$ cat src/rtl/lv_efuse_load_ctrl.sv
// ---------------------------------------------------------------------------
// lv_efuse_load_ctrl
//
// Responder for the LV control FSM efuse-load handshake. On a load request it
// reads EFUSE_WORD_NUM words from the efuse macro (csb/strobe read cycle),
// copies every word into the register file, XOR-checks the trailing checksum
// word and reports valid / crc-error status plus a one-cycle done pulse.
//
// Ports
//   i_clk               clock
//   i_rst               synchronous reset, active-high
//   i_efuse_load_req    level load request from the control FSM
//   o_efuse_load_done   one-cycle pulse, load finished
//   o_efuse_vld         efuse contents valid (checksum ok, not blank)
//   o_efuse_crc_err     checksum mismatch on a non-blank efuse
//   o_efuse_busy        high whenever the FSM is not idle
//   o_efuse_csb         efuse macro chip select, active-low
//   o_efuse_strobe      efuse read strobe
//   o_efuse_addr        efuse word address
//   i_efuse_rdata       efuse read data, valid after strobe falls
//   o_reg_efuse_wr_en   register-file write pulse
//   o_reg_efuse_wr_addr register-file write address
//   o_reg_efuse_wr_data register-file write data
// ---------------------------------------------------------------------------
module lv_efuse_load_ctrl #(
    parameter int unsigned EFUSE_WORD_NUM = 8,
    parameter int unsigned EFUSE_DATA_W   = 8,
    parameter int unsigned EFUSE_ADDR_W   = 3,
    parameter int unsigned RD_SETUP_CYC   = 2,
    parameter int unsigned RD_PULSE_CYC   = 4
) (
    input  logic                    i_clk,
    input  logic                    i_rst,
    input  logic                    i_efuse_load_req,
    output logic                    o_efuse_load_done,
    output logic                    o_efuse_vld,
    output logic                    o_efuse_crc_err,
    output logic                    o_efuse_busy,
    output logic                    o_efuse_csb,
    output logic                    o_efuse_strobe,
    output logic [EFUSE_ADDR_W-1:0] o_efuse_addr,
    input  logic [EFUSE_DATA_W-1:0] i_efuse_rdata,
    output logic                    o_reg_efuse_wr_en,
    output logic [EFUSE_ADDR_W-1:0] o_reg_efuse_wr_addr,
    output logic [EFUSE_DATA_W-1:0] o_reg_efuse_wr_data
);

    // Phase timer only has to reach the longer of the two read phases.
    localparam int unsigned TIM_MAX = (RD_SETUP_CYC > RD_PULSE_CYC) ? RD_SETUP_CYC : RD_PULSE_CYC;
    localparam int unsigned TIM_W   = (TIM_MAX > 1) ? $clog2(TIM_MAX) : 1;

    localparam logic [EFUSE_ADDR_W-1:0] LAST_WORD = EFUSE_ADDR_W'(EFUSE_WORD_NUM - 1);
    localparam logic [TIM_W-1:0]        SETUP_END = TIM_W'(RD_SETUP_CYC - 1);
    localparam logic [TIM_W-1:0]        PULSE_END = TIM_W'(RD_PULSE_CYC - 1);

    localparam logic [2:0] ST_IDLE    = 3'd0;
    localparam logic [2:0] ST_SETUP   = 3'd1;
    localparam logic [2:0] ST_STRB    = 3'd2;
    localparam logic [2:0] ST_CAPT    = 3'd3;
    localparam logic [2:0] ST_CHK     = 3'd4;
    localparam logic [2:0] ST_DONE    = 3'd5;
    localparam logic [2:0] ST_REQ_LOW = 3'd6;

    logic [2:0]              state_q,   state_d;
    logic [EFUSE_ADDR_W-1:0] cnt_q,     cnt_d;
    logic [TIM_W-1:0]        tmr_q,     tmr_d;
    logic [EFUSE_DATA_W-1:0] acc_q,     acc_d;
    logic                    blank_q,   blank_d;
    logic                    vld_q,     vld_d;
    logic                    crc_q,     crc_d;
    logic                    done_q,    done_d;
    logic                    busy_q,    busy_d;
    logic                    csb_q,     csb_d;
    logic                    strobe_q,  strobe_d;
    logic                    wr_en_q,   wr_en_d;
    logic [EFUSE_ADDR_W-1:0] wr_addr_q, wr_addr_d;
    logic [EFUSE_DATA_W-1:0] wr_data_q, wr_data_d;

    // State and output registers.
    always_ff @(posedge i_clk) begin
        if (i_rst) begin
            state_q   <= ST_IDLE;
            cnt_q     <= '0;
            tmr_q     <= '0;
            acc_q     <= '0;
            blank_q   <= 1'b0;
            vld_q     <= 1'b0;
            crc_q     <= 1'b0;
            done_q    <= 1'b0;
            busy_q    <= 1'b0;
            csb_q     <= 1'b1;
            strobe_q  <= 1'b0;
            wr_en_q   <= 1'b0;
            wr_addr_q <= '0;
            wr_data_q <= '0;
        end else begin
            state_q   <= state_d;
            cnt_q     <= cnt_d;
            tmr_q     <= tmr_d;
            acc_q     <= acc_d;
            blank_q   <= blank_d;
            vld_q     <= vld_d;
            crc_q     <= crc_d;
            done_q    <= done_d;
            busy_q    <= busy_d;
            csb_q     <= csb_d;
            strobe_q  <= strobe_d;
            wr_en_q   <= wr_en_d;
            wr_addr_q <= wr_addr_d;
            wr_data_q <= wr_data_d;
        end
    end

    // Next-state and next-output logic.
    always_comb begin
        state_d   = state_q;
        cnt_d     = cnt_q;
        tmr_d     = tmr_q;
        acc_d     = acc_q;
        blank_d   = blank_q;
        vld_d     = vld_q;
        crc_d     = crc_q;
        wr_en_d   = 1'b0;
        wr_addr_d = wr_addr_q;
        wr_data_d = wr_data_q;

        case (state_q)
            ST_IDLE: begin
                if (i_efuse_load_req) begin
                    state_d = ST_SETUP;
                    vld_d   = 1'b0;
                    crc_d   = 1'b0;
                    cnt_d   = '0;
                    tmr_d   = '0;
                    acc_d   = '0;
                    blank_d = 1'b1;
                end
            end
            ST_SETUP: begin
                if (tmr_q == SETUP_END) begin
                    state_d = ST_STRB;
                    tmr_d   = '0;
                end else begin
                    tmr_d = tmr_q + TIM_W'(1);
                end
            end
            ST_STRB: begin
                if (tmr_q == PULSE_END) begin
                    state_d = ST_CAPT;
                    tmr_d   = '0;
                end else begin
                    tmr_d = tmr_q + TIM_W'(1);
                end
            end
            ST_CAPT: begin
                // The sample goes straight into the write registers, so the
                // register-file write lands in the following cycle.
                wr_en_d   = 1'b1;
                wr_addr_d = cnt_q;
                wr_data_d = i_efuse_rdata;
                blank_d   = blank_q & (i_efuse_rdata == '0);
                if (cnt_q == LAST_WORD) begin
                    state_d = ST_CHK;
                end else begin
                    acc_d   = acc_q ^ i_efuse_rdata;
                    cnt_d   = cnt_q + EFUSE_ADDR_W'(1);
                    state_d = ST_SETUP;
                end
            end
            ST_CHK: begin
                // wr_data_q still holds the checksum word captured last.
                vld_d   = ~blank_q & (acc_q == wr_data_q);
                crc_d   = ~blank_q & (acc_q != wr_data_q);
                state_d = ST_DONE;
            end
            ST_DONE: begin
                state_d = ST_REQ_LOW;
            end
            ST_REQ_LOW: begin
                // Wait for the requester to drop req so a late drop cannot re-trigger.
                if (!i_efuse_load_req) begin
                    state_d = ST_IDLE;
                end
            end
            default: begin
                state_d = ST_IDLE;
            end
        endcase
    end

    // Interface outputs are decoded from the next state so they are registered.
    always_comb begin
        busy_d   = (state_d != ST_IDLE);
        strobe_d = (state_d == ST_STRB);
        csb_d    = ~((state_d == ST_SETUP) | (state_d == ST_STRB) | (state_d == ST_CAPT));
        done_d   = (state_q == ST_DONE);
    end

    assign o_efuse_load_done   = done_q;
    assign o_efuse_vld         = vld_q;
    assign o_efuse_crc_err     = crc_q;
    assign o_efuse_busy        = busy_q;
    assign o_efuse_csb         = csb_q;
    assign o_efuse_strobe      = strobe_q;
    assign o_efuse_addr        = cnt_q;
    assign o_reg_efuse_wr_en   = wr_en_q;
    assign o_reg_efuse_wr_addr = wr_addr_q;
    assign o_reg_efuse_wr_data = wr_data_q;

endmodule

$ cat config.mk
export PLATFORM = sky130hd
export DESIGN_NAME = lv_efuse_load_ctrl
export DESIGN_NICKNAME = d
export VERILOG_FILES = /design/src/rtl/lv_efuse_load_ctrl.sv
export SDC_FILE = /design/constraint.sdc
export NUM_CORES = 1
export LEC_CHECK = 0
export BUFFER_PORTS_ARGS = -buffer_cell sky130_fd_sc_hd__buf_2
export CORE_MARGIN = 2
export CORE_UTILIZATION = 35
export DETAILED_ROUTE_END_ITERATION = 12
export GPL_TIMING_DRIVEN = 0
export PLACE_DENSITY = 0.58
export SKIP_CTS_REPAIR_TIMING = 1
export SYNTH_ARGS = -nofsm -noshare
export SYNTH_HDL_FRONTEND = slang
export SYNTH_SLANG_ARGS = --single-unit
$ cat constraint.sdc
create_clock -name i_clk -period 1.9 [get_ports i_clk]
set_clock_uncertainty 0.15 [all_clocks]
set_input_delay 0.38 -clock i_clk [delete_from_list [all_inputs] [get_ports i_clk]]
set_output_delay 0.38 -clock i_clk [all_outputs]
set_load 0.01 [all_outputs]
Word level (Yosys, flattened, before mapping)
Cells that the tools add are included.
W data, S select, Z words.
{"block": "totals", "register_bits": 35, "in_bits": 11, "output_inout_bits": 21, "elab_cells": 72}
{"block": "classes", "n_addsub": 2, "eq_ne": 16, "muxes": 22, "bitwise": 8, "reduce_logical": 10}
{"op": "$mux W3", "count": 7}
{"op": "$pmux W3 S7", "count": 1}
{"op": "$mux W8", "count": 2}
{"op": "$pmux W8 S2", "count": 1}
{"op": "$eq A3 B2 Y1 const B", "count": 4}
{"op": "$eq A3 B3 Y1 const B", "count": 4}
{"op": "$eq A8 B8 Y1", "count": 1}
{"op": "$logic_not A8 Y1", "count": 1}
{"op": "$ne A8 B8 Y1", "count": 1}
{"op": "$xor A8 B8 Y8", "count": 1}
{"op": "$eq A3 B1 Y1 const B", "count": 2}
{"op": "$mux W2", "count": 3}
{"op": "$pmux W1 S2", "count": 3}
{"op": "$pmux W2 S3", "count": 1}
{"op": "$pmux W3 S2", "count": 1}
{"op": "$reduce_and A2 Y1", "count": 3}
{"op": "$reduce_bool A3 Y1", "count": 2}
{"op": "$ne A2 B2 Y1 const B", "count": 2}
{"op": "$reduce_bool A2 Y1", "count": 2}
{"op": "$add A3 B1 Y3 const B", "count": 1}
{"op": "$and A1 B1 Y1", "count": 3}
{"op": "$logic_not A3 Y1", "count": 1}
{"op": "$mux W1", "count": 3}
{"op": "$reduce_and A3 Y1", "count": 1}
{"op": "other kinds (5)", "count": 7}

Longest topological paths before layout
{"block": "logic_depth", "ltp_word": 7, "depth_mapped": 6, "ltp_nobuf": 6}

Worst setup path before layout
No wires, ideal clock.
{"block": "synth_path", "kind": "reg-to-reg", "from": "register cnt_q[0] (netlist: o_efuse_addr[0])", "to": "register acc_q[0]", "setup_time_ps": 124, "t_arrival_ps": 1624, "required_ps": 1626, "path_slack_ps": 2, "path_stages_with_launch": 7, "n_path_buf": 0, "period_less_slack_ps": 1898, "cell_sequence": "dfxtp_1 ha_1 ha_1 nand3b_1 a211oi_2 xnor2_1 nor2_1"}
{"block": "synth_via", "elab_chain_cells": 3}
{"element": "start, declared", "line_no": "65", "text": "logic [EFUSE_ADDR_W-1:0] cnt_q, cnt_d;"}
{"element": "start signal, assigned", "line_no": "98", "text": "cnt_q <= cnt_d;"}
{"element": "$eq A3 B3 Y1", "line_no": "162", "text": "if (cnt_q == LAST_WORD) begin"}
{"element": "$ne A2 B2 Y1 (no source line)"}
{"element": "$reduce_and A3 Y1 (no source line)"}
{"element": "end signal, assigned", "line_no": "85", "text": "acc_q <= '0;"}
{"element": "end signal, assigned", "line_no": "100", "text": "acc_q <= acc_d;"}
{"element": "end, declared", "line_no": "67", "text": "logic [EFUSE_DATA_W-1:0] acc_q, acc_d;"}
Every way passes these cells.
A chain may end at the register's enable or synchronous reset.

Worst setup path after layout
{"block": "layout_path", "from": "register state_q[2]", "to": "register acc_q[3]"}
{"block": "layout_via", "elab_chain_cells": 3, "elab_cells_between_ends": 7, "classes_between": "eq/ne (3); mux (1); reduce/logical (3)"}
{"element": "start, declared", "line_no": "64", "text": "logic [2:0] state_q, state_d;"}
{"element": "start signal, assigned", "line_no": "97", "text": "state_q <= state_d;"}
{"element": "$eq A3 B2 Y1 / $logic_not A3 Y1 (equally long branches)", "line_no": "127", "text": "case (state_q)"}
{"element": "$ne A2 B2 Y1 (no source line) / $reduce_bool A2 Y1 (equally long branches)"}
{"element": "$reduce_and A3 Y1 (no source line)"}
Parallel ways exist; a longest one is shown, timed or not.

==> impl_metrics.py <==
metrics = {
    "status": {
        "outcome": "complete, no violations",
    },
    "clock_tree": {
        "clkLatencyLatePin_ps": 280,
        "path_clk_slew_ps": 80,
        "clock-sinks": 35,
        "numCtsBuffers": 5,
        "clockBufferDepth": 2,
        "cts_tree": "done",
        "cts-root-buf": "clkbuf_8",
        "cts_max_level": 2,
    },
    "synthesis": {
        "synth_top_cell_area_share_pct": 42.9,
        "syn_area_um2": 1630,
        "synthArstFlopShare_pct": 0,
        "ys_warn_count": 0,
        "synth.distinct_cells": 32,
        "synth_area_per_cell_um2": 8.59,
        "synth_edf_count": 0,
        "yosysSeqAreaShare_pct": 42.9,
        "synth-seq-cells": 35,
        "netlist_instances": 190,
        "synth_top_area_cell": "dfxtp_1",
        "synth.area.top_cells": "dfxtp_1 (43%), a211oi_2 (6.1%), nand2_1 (6.0%)",
        "syn_nets": 206,
        "ys.flop_type": "dfxtp_1",
        "yosysMostFrequentCell": "dfxtp_1",
        "ys_top_cells_by_count": "dfxtp_1 (35), nand2_1 (26), nor2_1 (20)",
    },
    "floorplan": {
        "fp.dieArea_um2": 5220,
        "start_util_pct": 37.0,
        "rows": 24,
        "floorplan.core_area_um2": 4410,
        "pin_count": 32,
        "floorplan.die.height_um": 72.3,
        "die_w_um": 72.3,
    },
    "worst_hold_path": {
        "hp-class": "in2reg",
        "min_to": "state_q[0]$_SDFF_PP0_",
        "worstHoldStart": "i_rst",
        "hold_path_depth": 2,
    },
    "global_routing": {
        "grt_usage_pct": 14.4,
        "first_global_vias": 1219,
        "grt_pass1_wl_um": 5860,
        "antenna_found_initial": 0,
        "grt_overflow": 0,
        "grt_max_degree": 14,
    },
    "route": {
        "detail-route-antenna-nets": 0,
        "route.vias.total": 1368,
        "drc": 0,
        "totalWireLength_um": 3680,
        "wl_per_cell_um": 13.0,
        "drt_first_pass_iters": 4,
        "viasPerCell": 4.85,
        "drtIter0Drc": 59,
    },
    "placement": {
        "port_buffers": 31,
        "gp_congestion": 0.799,
        "preCtsSetupSlack_ps": -201,
        "dp_hpwl_um": 2660,
    },
    "job": {
        "drv_cap": 0,
    },
    "cells_and_area": {
        "area_growth_pct": 19.9,
        "drive_above_1_share_pct": 23.5,
        "nets": 245,
        "multi_input_area_um2": 831,
        "antenna_cells": 0,
        "fillers": 448,
        "regArea_um2": 702,
    },
    "sta": {
        "relSlewSlack_pct": 55.5,
        "min_period_ps": 1800,
        "rsz0062_at_grt": "no",
        "fin_crit_sh_pct": 94.7,
        "setup_viol": 0,
        "hold_viol": 0,
        "tns_ps": 0,
        "max_freq_mhz": 556,
        "worst_pin_slew_ps": 667,
        "drv_slew": 0,
        "finalWorstSetupSlack_ps": 100,
    },
    "setup_path": {
        "r2r-end": "acc_q[3]$_SDFFE_PP0P_",
        "r2r_slack_ps": 100,
        "cp_max_fo": 10,
        "cp.required_ps": 1910,
        "cp.arrival_ps": 1810,
        "rr_worst_depth": 5,
        "rr_startpoint": "state_q[2]$_SDFF_PP0_",
        "crit_start": "state_q[2]$_SDFF_PP0_",
        "crit_path_start_kind": "register",
        "critPathCaptureType": "register",
        "crit_type": "reg2reg",
    },
    "power": {
        "p_seq_share_pct": 50.6,
        "p_leak_nw": 0.859,
        "internal-power_mw": 1.12,
        "power.switching_fraction_pct": 27.6,
        "powerDensity_nw_per_um2": 789,
        "pwr-share-comb_pct": 13.6,
        "p_sw_mw": 0.426,
        "power_frac_clock_pct": 35.8,
        "ir_worst_vdd_uv": 373,
    },
}
-- power groups by stage --
| stage | Clock [mW] | Combinational, mW | Sequential [mW] |
|---|---|---|---|
| 2_1_floorplan | 0 | 0.147 | 0.799 |
| 3_3_place_gp | 0 | 0.207 | 0.797 |
| 3_5_place_dp | 0 | 0.211 | 0.798 |
| 4_1_cts | 0.565 | 0.212 | 0.781 |
| 5_1_grt | 0.604 | 0.232 | 0.784 |
| 6_report | 0.553 | 0.210 | 0.781 |
-- through the flow --
step	power, mW	area, um2	std cells	utilization [%]	hold WS (ps)
floorplan	0.946	1630	190	-	282
global placement	1.00	1850	273	42.0	298
detailed placement	1.01	1850	273	42.0	300
CTS	1.56	1940	281	44.0	193
global route	1.62	1960	282	44.3	194
finish	1.54	1960	282	44.3	194
-- flip-flops by register name, indices dropped and copies added (netlist names) --
name	flops
acc_q	8
blank_q	1
o_efuse_addr	3
o_efuse_busy	1
o_efuse_crc_err	1
o_efuse_csb	1
o_efuse_load_done	1
o_efuse_strobe	1
o_efuse_vld	1
o_reg_efuse_wr_addr	3
o_reg_efuse_wr_data	8
o_reg_efuse_wr_en	1
state_q	3
tmr_q	2
-- cell families after synthesis --
| logic type | after synthesis | synth area share [%] |
|---|---|---|
| AND/OR/NAND/NOR | 72 | 20.9 |
| AO/OA/AOI/OAI | 39 | 17.5 |
| flip-flops | 35 | 42.9 |
| buffers and inverters | 23 | 6.29 |
| XOR/XNOR | 16 | 8.59 |
| adder cells (fa/ha/maj) | 5 | 3.83 |
-- area by class of cell --
type | count | area share, %
Sequential cell | 35 | 35.9
Inverter | 13 | 2.49
Multi-Input combinational cell | 132 | 42.5
Timing Repair Buffer | 32 | 8.31
Clock buffer | 5 | 3.52
Clock inverter | 3 | 1.21
Tap cell | 52 | 3.32
Buffer | 10 | 2.81
-- worst max-delay path by stage --
stage,end,cells after the start
after CTS,acc_q[7]$_SDFFE_PP0P_,6
after detailed placement,acc_q[1]$_SDFFE_PP0P_,6
after global routing,acc_q[7]$_SDFFE_PP0P_,5
after floorplan,acc_q[0]$_SDFFE_PP0P_,6
final,acc_q[3]$_SDFFE_PP0P_,5
after global placement,acc_q[2]$_SDFFE_PP0P_,6
-- routing by layer --
layer | track usage [%] | vias up | routed length, um
met2 | 21.3 | 31 | 1610
met3 | 3.06 | 2 | 167
li1 | - | 714 | -
met5 | 0 | - | 0
met4 | 4.82 | 0 | 31
met1 | 20.9 | 621 | 1870
-- worst max-delay path, stage by stage, from the launching register on --
cell and delay, ps:
dfxtp_1 310, clkbuf_1 200, or3_1 500, nand2b_1 100, clkbuf_1 330, nor2_1 100
-- placed cells by master (no fill, tap or decap), types with 3 or more instances in the layout --
| master | Yosys | layout |
|---|---|---|
| dfxtp_1 | 35 | 34 |
| buf_2 | 1 | 32 |
| nand2_1 | 26 | 26 |
| nor2_1 | 20 | 20 |
| a21oi_1 | 17 | 17 |
| inv_1 | 13 | 13 |
| a211oi_2 | 8 | 8 |
| xnor2_1 | 8 | 8 |
| xor2_1 | 8 | 8 |
| clkbuf_1 | 6 | 5 |
| nand2b_1 | 5 | 5 |
| nor4_1 | 5 | 5 |
| clkbuf_8 | 0 | 5 |
| nand3b_1 | 4 | 4 |
| nor2b_1 | 4 | 4 |
| ha_1 | 5 | 4 |
| or3_1 | 3 | 3 |
No activity file was read; power rests on OpenSTA's default activity.
